### src/rtl/conv_pkg.sv
// Shared definitions for conv_complex and the blocks that consume its output.
//   WORD_LENGTH  : default word width (QI+QF) of one real or imaginary part
//   conv_state_e : serializer FSM state encoding (StIdle, StSend)
//   slot_lsb()   : bit offset of complex slot k in a packed result bus
package conv_pkg;

    localparam int unsigned QI_DEFAULT  = 4;
    localparam int unsigned QF_DEFAULT  = 4;
    localparam int unsigned WORD_LENGTH = QI_DEFAULT + QF_DEFAULT;

    typedef enum logic [0:0] {
        StIdle = 1'b0,
        StSend = 1'b1
    } conv_state_e;

    // Slot k holds {re, im}, each w bits wide, with slot 0 least significant.
    function automatic int unsigned slot_lsb(input int unsigned k, input int unsigned w);
        return 2 * w * k;
    endfunction

endpackage

### src/rtl/conv_frame_reg.sv
// Capture register for one conv_complex result frame (packed bus + overflow bit).
// Ports:
//   clk, rst  : clock, synchronous active-high reset (clears to 0)
//   load_i    : capture data_i/ovf_i on this edge
//   data_i    : packed frame to capture
//   ovf_i     : overflow flag travelling with the frame
//   data_o    : held frame
//   ovf_o     : held overflow flag
module conv_frame_reg #(
    parameter int unsigned Width = 80
) (
    input  logic             clk,
    input  logic             rst,
    input  logic             load_i,
    input  logic [Width-1:0] data_i,
    input  logic             ovf_i,
    output logic [Width-1:0] data_o,
    output logic             ovf_o
);

    logic [Width-1:0] data_d, data_q;
    logic             ovf_d, ovf_q;

    always_comb begin
        data_d = data_q;
        ovf_d  = ovf_q;
        if (load_i) begin
            data_d = data_i;
            ovf_d  = ovf_i;
        end
    end

    always_ff @(posedge clk) begin
        if (rst) begin
            data_q <= '0;
            ovf_q  <= 1'b0;
        end else begin
            data_q <= data_d;
            ovf_q  <= ovf_d;
        end
    end

    assign data_o = data_q;
    assign ovf_o  = ovf_q;

endmodule

### src/rtl/conv_complex_serializer.sv
// Output-side reader for conv_complex. Captures a packed result frame on the rising
// edge of conv_done and streams it one complex sample per valid/ready beat. One frame
// is active while a second may wait in a one-deep pending slot; a frame arriving while
// both are occupied is dropped and reported on frame_dropped.
// Optional feature: define CONV_SER_DROP_CNT_EN to add drop_count, a saturating
// 8-bit count of dropped frames cleared only by rst.
// Ports:
//   clk, rst       : clock, synchronous active-high reset
//   conv_in        : packed result bus, OUT_LEN slots of {re, im}
//   conv_overflow  : overflow flag sampled with conv_in
//   conv_done      : done level; a frame is taken on its rising edge
//   m_valid/m_ready: output handshake
//   m_re, m_im     : current sample
//   m_index        : sample index within frame
//   m_last         : final beat of the frame
//   m_overflow     : overflow flag of the frame being sent
//   busy           : a frame is being sent
//   frame_dropped  : one-cycle pulse when an arriving frame is discarded
//   drop_count     : (CONV_SER_DROP_CNT_EN only) saturating drop counter
module conv_complex_serializer
    import conv_pkg::*;
#(
    parameter int unsigned QI        = 4,
    parameter int unsigned QF        = 4,
    parameter int unsigned NUM_ELEMS = 3,
    parameter int unsigned IDX_W     = 8
) (
    input  logic                                   clk,
    input  logic                                   rst,
    input  logic [2*(QI+QF)*(NUM_ELEMS+2)-1:0]     conv_in,
    input  logic                                   conv_overflow,
    input  logic                                   conv_done,
    output logic                                   m_valid,
    input  logic                                   m_ready,
    output logic [QI+QF-1:0]                       m_re,
    output logic [QI+QF-1:0]                       m_im,
    output logic [IDX_W-1:0]                       m_index,
    output logic                                   m_last,
    output logic                                   m_overflow,
    output logic                                   busy,
    output logic                                   frame_dropped
`ifdef CONV_SER_DROP_CNT_EN
    ,
    output logic [7:0]                             drop_count
`endif
);

    localparam int unsigned W       = QI + QF;
    localparam int unsigned OUT_LEN = NUM_ELEMS + 2;
    localparam int unsigned BUS_W   = 2 * W * OUT_LEN;

    conv_state_e      state_q, state_d;
    logic [IDX_W-1:0] idx_q, idx_d;
    logic             done_q;
    logic             pend_valid_q, pend_valid_d;
    logic             drop_q, drop_d;

    logic             active_load, active_from_pend, pend_load;
    logic [BUS_W-1:0] active_data, pend_data, active_src;
    logic             active_ovf, pend_ovf, active_src_ovf;

    logic             capture, beat, at_last;
    logic [2*W-1:0]   slot;

    assign capture = conv_done & ~done_q;
    assign beat    = (state_q == StSend) & m_ready;
    assign at_last = (idx_q == IDX_W'(OUT_LEN - 1));

    // Active frame is refilled either from the pending slot or straight from the bus.
    assign active_src     = active_from_pend ? pend_data : conv_in;
    assign active_src_ovf = active_from_pend ? pend_ovf  : conv_overflow;

    conv_frame_reg #(
        .Width (BUS_W)
    ) u_active (
        .clk    (clk),
        .rst    (rst),
        .load_i (active_load),
        .data_i (active_src),
        .ovf_i  (active_src_ovf),
        .data_o (active_data),
        .ovf_o  (active_ovf)
    );

    conv_frame_reg #(
        .Width (BUS_W)
    ) u_pending (
        .clk    (clk),
        .rst    (rst),
        .load_i (pend_load),
        .data_i (conv_in),
        .ovf_i  (conv_overflow),
        .data_o (pend_data),
        .ovf_o  (pend_ovf)
    );

    // State register
    always_ff @(posedge clk) begin
        if (rst) begin
            state_q      <= StIdle;
            idx_q        <= '0;
            done_q       <= 1'b0;
            pend_valid_q <= 1'b0;
            drop_q       <= 1'b0;
        end else begin
            state_q      <= state_d;
            idx_q        <= idx_d;
            done_q       <= conv_done;
            pend_valid_q <= pend_valid_d;
            drop_q       <= drop_d;
        end
    end

    // Next-state logic
    always_comb begin
        state_d          = state_q;
        idx_d            = idx_q;
        pend_valid_d     = pend_valid_q;
        drop_d           = 1'b0;
        active_load      = 1'b0;
        active_from_pend = 1'b0;
        pend_load        = 1'b0;

        unique case (state_q)
            StIdle: begin
                if (capture) begin
                    active_load = 1'b1;
                    idx_d       = '0;
                    state_d     = StSend;
                end
            end
            StSend: begin
                if (beat && at_last) begin
                    idx_d = '0;
                    if (pend_valid_q) begin
                        // Promote pending; a coincident capture takes its place.
                        active_load      = 1'b1;
                        active_from_pend = 1'b1;
                        pend_load        = capture;
                        pend_valid_d     = capture;
                    end else if (capture) begin
                        active_load = 1'b1;
                    end else begin
                        state_d = StIdle;
                    end
                end else begin
                    if (beat) begin
                        idx_d = idx_q + 1'b1;
                    end
                    if (capture) begin
                        if (pend_valid_q) begin
                            drop_d = 1'b1;
                        end else begin
                            pend_load    = 1'b1;
                            pend_valid_d = 1'b1;
                        end
                    end
                end
            end
            default: state_d = StIdle;
        endcase
    end

    // Slot mux: constant part-selects keyed by the current index.
    always_comb begin
        slot = '0;
        for (int unsigned k = 0; k < OUT_LEN; k++) begin
            if (idx_q == IDX_W'(k)) begin
                slot = active_data[slot_lsb(k, W) +: 2*W];
            end
        end
    end

    // Outputs; sample fields are forced to zero outside SEND.
    always_comb begin
        m_valid       = (state_q == StSend);
        busy          = m_valid;
        m_re          = m_valid ? slot[2*W-1:W] : '0;
        m_im          = m_valid ? slot[W-1:0]   : '0;
        m_index       = m_valid ? idx_q         : '0;
        m_last        = m_valid & at_last;
        m_overflow    = m_valid & active_ovf;
        frame_dropped = drop_q;
    end

`ifdef CONV_SER_DROP_CNT_EN
    logic [7:0] drop_cnt_q, drop_cnt_d;

    always_comb begin
        drop_cnt_d = drop_cnt_q;
        if (drop_d && (drop_cnt_q != 8'hFF)) begin
            drop_cnt_d = drop_cnt_q + 8'd1;
        end
    end

    always_ff @(posedge clk) begin
        if (rst) begin
            drop_cnt_q <= 8'd0;
        end else begin
            drop_cnt_q <= drop_cnt_d;
        end
    end

    assign drop_count = drop_cnt_q;
`endif

endmodule

### config.mk
export PLATFORM = sky130hd
export DESIGN_NAME = conv_complex_serializer
export DESIGN_NICKNAME = d
export VERILOG_FILES = /design/src/rtl/conv_pkg.sv /design/src/rtl/conv_frame_reg.sv /design/src/rtl/conv_complex_serializer.sv
export SDC_FILE = /design/constraint.sdc
export NUM_CORES = 1
export LEC_CHECK = 0
export CAP_MARGIN = 10
export CORE_MARGIN = 1.5
export CORE_UTILIZATION = 41
export CTS_CLUSTER_SIZE = 20
export DETAILED_ROUTE_END_ITERATION = 16
export SLEW_MARGIN = 25
export SYNTH_ARGS = -nofsm -noshare
export SYNTH_HDL_FRONTEND = slang
export SYNTH_SLANG_ARGS = --single-unit
### constraint.sdc
create_clock -name clk -period 3.8 [get_ports clk]
set_input_delay 0.76 -clock clk [delete_from_list [all_inputs] [get_ports clk]]
set_output_delay 0.76 -clock clk [all_outputs]
set_load 0.02 [all_outputs]
==> flow_summary_export.csv, run 1 <==
group,metric,value,unit
status,status,"completed",
min_path,hold-path-cell-count,2,
synthesis,synth_edf_count,0,
synthesis,synth_top_family_by_area,"simple AND/OR/NAND/NOR gates",
clock_tree,h-tree-depth,4,
global_route,grtUsageTotal,23.2,%
sta,relSlewSlack,45.4,%
sta,tightestPinTransition,0.820,ns
pwr,share_comb_of_total_power,13.6,%
setup_path,slowest_delay,0.61,ns
placement,dp_hpwl,17200,um
synthesis,post-synth-top-count-cell,"dfxtp_1",
clock_tree,numCtsBuffers,17,
drt,drt_first_pass_iters,4,
synthesis,synthMuxAreaShare,9.29,%
pwr,switching_share,25.8,%
pwr,power.share.clock,40.5,%
setup_path,reg2regPathDepth,8,
global_route,grt_pass1_wl,39700,um
drt,wire_per_inst,19.1,um
sta,rsz0062_at_grt,"false",
clock_tree,postCtsSetupRepairBufs,0,
global_route,grt_pass1_vias,6796,
clock_tree,cts_max_path_buffers,2,
placement,place_area,0.0100,mm2
synthesis,postSynthAreaPerCell,8.74,um2
setup_path,crit_chain,"inv_1 -> ha_1 -> buf_4 -> nand2b_1 -> nand3_1 -> nor3_4 -> buf_4 -> o211a_1 -> clkdlybuf4s50_1",
drt,drtAntennaViolNets,0,
setup_path,critPathSlowestCell,"clkdlybuf4s50_1",
floorplanning,num_rows,53,
floorplanning,core,0.0211,mm2
setup_path,crit_path_frequent_cell,"buf_4",
setup_path,crit_path_start_kind,"register",
setup_path,cp.arrival,2.84,ns
setup_path,critPathKind,"reg -> out",
synthesis,synth-simple-area-share,24.0,%
clock_tree,path_clk_slew,0.06,ns
sta,max_freq,278,MHz
min_path,hp-class,"reg -> reg",
synthesis,synth-seq-area-share,39.4,%
finish,final_nets,1153,
synthesis,synth_compound_area_share,20.1,%
global_route,antenna_found_initial,1,
sta,setup_tns,0,ns
floorplanning,fp.dieW,150,um
floorplanning,die_area,0.0224,mm2
sta,finalMaxSlewViolations,0,
synthesis,syn_nets,1100,
drt,dr.first_iter.drc_count,635,
synthesis,async_flop_share,0,%
floorplanning,start_util,41.9,%
setup_path,worst-endpoint-required,3.04,ns
finish,syn_to_final_growth,20.2,%
synthesis,ys_types,39,
finish,fin_util,50.4,%
sta,setup_viol,0,
pwr,seqPwrFrac,45.9,%
pwr,peakVddDrop,0.242,mV
synthesis,syn_inst,1011,
clock_tree,cts_hold_buf,0,
finish,drive_gt1_share,5.86,%
global_route,grt_max_degree,110,
drt,drc,0,
synthesis,synthAdderAreaFrac,0.566,%
synthesis,synth.largest_area_cell,"dfxtp_1",
finish,num-fill-cells,2024,
global_route,grt_remaining_overflow,0,
finish,layout.cell_area.non_filler,0.0106,mm2
floorplanning,pin_count,114,
setup_path,crit_fanout,17,
drt,drt-total-wl,25800,um
sta,timing.final.crit_share,94.6,%
clock_tree,cts_sinks,174,
setup_path,endpoint_kind,"output port",
sta,skew,0.00934,ns
run,maxCapViolCount,0,
synthesis,yosys-top-cells-count,"dfxtp_1, nand2_1, nand2b_1, a21oi_1, a311oi_1",
synthesis,ys_ff_latch,174,
synthesis,synth_top_area_share,39.4,%
synthesis,synth_top_flop_cell,"dfxtp_1",
sta,finalHoldViolCount,0,
clock_tree,cts_tree,"done",
placement,io_buffers,113,
synthesis,netlist_area,0.00884,mm2
synthesis,synth_area_leaders,"dfxtp_1, nand2b_1, mux2i_1",
clock_tree,cts_resized,0,
drt,via_per_inst,5.54,
floorplanning,fp.dieH,150,um
pwr,intPower,3.29,mW
pwr,power.leakage,3.87,nW
placement,gp_congestion,0.919,
synthesis,synth_xor_area_share,0,%
pwr,pwr_density_cell,418,mW/mm2
pwr,p_switching,1.15,mW
drt,vias,7484,
synthesis,ys_warn_count,0,
clock_tree,cts-root-buf,"clkbuf_16",
sta,fin_crit,3.60,ns
clock_tree,clk_latency,0.43,ns
layout make-up:
type	count	area (um2)	share of cell area [%]
repair buffers	135	1390	13.0
flip-flops and latches	174	3480	32.8
inverters	4	15.0	0.141
clock buffers	21	460	4.34
multi-input cells	732	4790	45.1
well taps	275	344	3.24
clock inverters	9	136	1.28
diodes	1	2.50	0.0236
power by group through the flow:
stage	Sequential (mW)	Clock, mW	Combinational (mW)
after floorplan	2.02	0	0.403
after global placement	2.08	0	0.594
after detailed placement	2.08	0	0.601
after CTS	2.04	1.84	0.605
after global routing	2.05	1.92	0.660
final	2.04	1.80	0.603
through the flow:
stage                     hold WS (ns)  cells  worst slack [ns]  total power [mW]
final                            0.469   1351             0.205              4.44
after global routing             0.490   1350            0.0744              4.63
after CTS                        0.473   1350            0.0601              4.48
after global placement           0.461   1320             0.552              2.68
after floorplan                  0.449   1011              1.25              2.42
after detailed placement         0.462   1320             0.521              2.68
state kept, by name, summed over array words and instances (netlist names):
name,cells
u_active.data_o,80
u_pending.data_o,80
idx_q,8
busy,1
done_q,1
frame_dropped,1
pend_valid_q,1
u_active.ovf_o,1
u_pending.ovf_o,1
cells by family after synthesis:
group / after synthesis
flip-flops: 174
multiplexers: 82
buffers and inverters: 105
AND/OR/NAND/NOR: 396
AO/OA/AOI/OAI: 250
adder cells (fa/ha/maj): 4
critical path: cells and delay by family, from the launching register on:
family | cells | cell delay (ns)
buf+inv | 4 | 1.18
simple gates | 3 | 0.52
flops | 1 | 0.36
compound gates | 1 | 0.19
fa+ha+maj | 1 | 0.17
final timing paths:
| path | slack [ns] | to | startpoint |
|---|---|---|---|
| setup reg to reg | 1.07 | u_active.data_o[6] | idx_q[0] |
| setup / recovery | 0.20 | m_re[2] | idx_q[0] |
| hold / removal | 0.47 | u_pending.data_o[25] | u_pending.data_o[25] |
| hold reg to reg | 0.47 | u_pending.data_o[25] | u_pending.data_o[25] |
routing by layer:
layer  vias to the layer above  global-route usage (%)  part of all wire (%)
met2                       203                    34.7                    45
met5                         -                       0                     0
met1                      3577                    32.9                    47
met3                        28                    5.43                   5.9
li1                       3676                       -                     -
met4                         0                    7.35                   2.1
cell usage in the layout (no fill, tap or decap), drive strengths merged, types with 16 or more instances in the layout:
cell           count
a211oi            16
a21oi            104
a311oi            85
and3b             16
buf               23
clkbuf            21
clkdlybuf4s50    112
dfxtp            174
mux2i             82
nand2            166
nand2b           166
nor2b             17
o211a             17
o31ai             16
Power figures use the tool's default switching activity.
==> run 2, diff against run 1 <==
REMOVE_ABC_BUFFERS = 1   (was default)
==> run 2 against run 1 <==
  * Flip-flop and latch count stayed put
  * Clock skew fell by 0.0019 ns
  * Non-clock buffer count shrank 2
  * Count of clock-buffer cells in the layout is 2 lower
  * Worst hold slack better by 0.0023 ns
  * Routed wire length is 10% lower
  * Maximum frequency shrank 1.8%
  * Die area stayed put
  * Largest power group unchanged
==> flow_summary_export.csv, run 2 (synthesized netlist as in run 1, its figures left out) <==
group,metric,value,unit
status,status,"completed",
global_route,grt_pass1_vias,6825,
placement,place_area,0.0100,mm2
setup_path,reg2reg_slack,0.97,ns
global_route,antenna_found_initial,0,
finish,num-fill-cells,2035,
global_route,grtUsageTotal,21.0,%
pwr,peakVddDrop,0.265,mV
min_path,hp-class,"reg -> reg",
setup_path,crit_family,"buffers and inverters",
finish,syn_to_final_growth,21.0,%
clock_tree,numCtsBuffers,17,
finish,n_antenna_cell,0,
setup_path,r2r-start,"busy",
placement,io_buffers,113,
drt,wire_per_inst,17.2,um
setup_path,critPathKind,"reg -> out",
sta,skew,0.00746,ns
sta,tightestPinTransition,0.798,ns
finish,mostFrequentLayoutCell,"dfxtp_1",
floorplanning,fp.dieH,150,um
finish,drive_gt1_share,6.14,%
floorplanning,start_util,41.9,%
clock_tree,cts_hold_buf,0,
drt,drt-total-wl,23200,um
finish,most-common-layout-cells,"dfxtp_1, nand2_1, nand2b_1",
global_route,grt_remaining_overflow,0,
sta,timing.final.crit_share,96.4,%
finish,final_cells,1350,
global_route,met2_usage,33.4,%
min_path,hold-path-cell-count,2,
setup_path,crit_chain,"inv_1 -> ha_2 -> a211oi_1 -> o31ai_1 -> o211a_1 -> clkdlybuf4s50_1",
drt,vias,7327,
pwr,pwr_density_cell,428,mW/mm2
clock_tree,cts_sinks,174,
drt,drtAntennaViolNets,0,
drt,drt_first_pass_iters,5,
clock_tree,path_clk_slew,0.07,ns
floorplanning,num_rows,53,
sta,setup_viol,0,
sta,relSlewSlack,46.8,%
pwr,power.leakage,3.90,nW
clock_tree,postCtsSetupRepairBufs,0,
setup_path,endpoint_kind,"output port",
placement,gp_congestion,0.756,
setup_path,cp.arrival,2.90,ns
run,maxCapViolCount,0,
setup_path,reg2regPathDepth,5,
setup_path,reg2reg_to,"u_active.data_o[53]",
floorplanning,fp.dieW,150,um
sta,finalHoldViolCount,0,
global_route,use_met3,3.54,%
drt,via_per_inst,5.43,
global_route,grt-busiest-layer,"met2",
setup_path,slowest_delay,0.67,ns
min_path,worstHoldStart,"u_pending.data_o[36]",
global_route,grt_use_met1,29.5,%
sta,fin_crit,3.66,ns
setup_path,worst-endpoint-required,3.04,ns
floorplanning,die_area,0.0224,mm2
setup_path,worst-path-buf-inv,2,
clock_tree,cts_max_path_buffers,2,
sta,finalMaxSlewViolations,0,
setup_path,crit_fanout,32,
placement,dp_cells,1318,
clock_tree,cts_tree,"done",
setup_path,crit_path_start_kind,"register",
clock_tree,clk_latency,0.43,ns
sta,rsz0062_at_grt,"false",
finish,layout.cell_area.non_filler,0.0107,mm2
drt,dr.first_iter.drc_count,552,
min_path,hold_end,"u_pending.data_o[36]",
sta,max_freq,273,MHz
global_route,grt_max_degree,119,
floorplanning,core,0.0211,mm2
floorplanning,pin_count,114,
drt,drc,0,
clock_tree,cts-root-buf,"clkbuf_16",
clock_tree,h-tree-depth,4,
global_route,grt_pass1_wl,37000,um
placement,dp_hpwl,13600,um
finish,final_nets,1151,
clock_tree,cts_resized,0,
setup_path,critPathSlowestCell,"ha_2",
==> run 2: cell count changes in the layout (fill, tap and decap cells not counted), sizes merged <==
cell / change
inv: +1
clkinv: +1
bufinv: +2
diode: -1
clkbuf: -2
buf: -2
==> run 2: through the flow <==
step	total power, mW	util (%)	worst slack, ns	setup TNS (ns)	hold WS (ns)
after detailed placement	2.64	47.6	0.601	0	0.461
after floorplan	2.37	-	-2.23	-253.67	0.448
final	4.58	50.7	0.138	0	0.472
after global routing	4.75	50.7	0.00981	0	0.490
after global placement	2.64	47.6	0.595	0	0.460
after CTS	4.61	50.7	0.113	0	0.476
==> run 2: how the worst max path moves through the flow <==
| stage | cells past startpoint | start | to |
|---|---|---|---|
| after floorplan | 6 | idx_q[0] | u_pending.data_o[0] |
| after global placement | 6 | idx_q[0] | m_re[2] |
| after detailed placement | 6 | idx_q[0] | m_re[2] |
| after CTS | 6 | idx_q[0] | m_re[2] |
| after global routing | 6 | idx_q[0] | m_re[2] |
| final | 6 | idx_q[0] | m_re[2] |
==> run 2: report_power, final <==
| group | leakage, nW | switching [mW] | internal [mW] |
|---|---|---|---|
| combinational | 2.15 | 0.311 | 0.293 |
| clock | 0.320 | 0.770 | 1.21 |
| sequential | 1.42 | 0.0601 | 1.94 |
| total | 3.90 | 1.14 | 3.44 |
==> run 2: layout make-up <==
class,instances,area [um2],area share [%]
clock buffers,19,453,4.23
clock inverters,13,210,1.97
inverters,4,15.0,0.140
multi-input cells,732,4820,45.1
flip-flops and latches,174,3480,32.6
well taps,275,344,3.22
repair buffers,133,1370,12.8
==> run 2: worst min-delay path: cells and delay by family, from the launching register on <==
family	cells	cell delay (ns)
flip-flops	1	0.31
multiplexers	1	0.05
AND/OR/NAND/NOR	1	0.06
==> run 2: routing by layer <==
layer | vias to the layer above | part of all wire [%]
met5 | - | 0
li1 | 3677 | -
met2 | 162 | 45
met3 | 17 | 4.5
met1 | 3471 | 49
met4 | 0 | 1.0
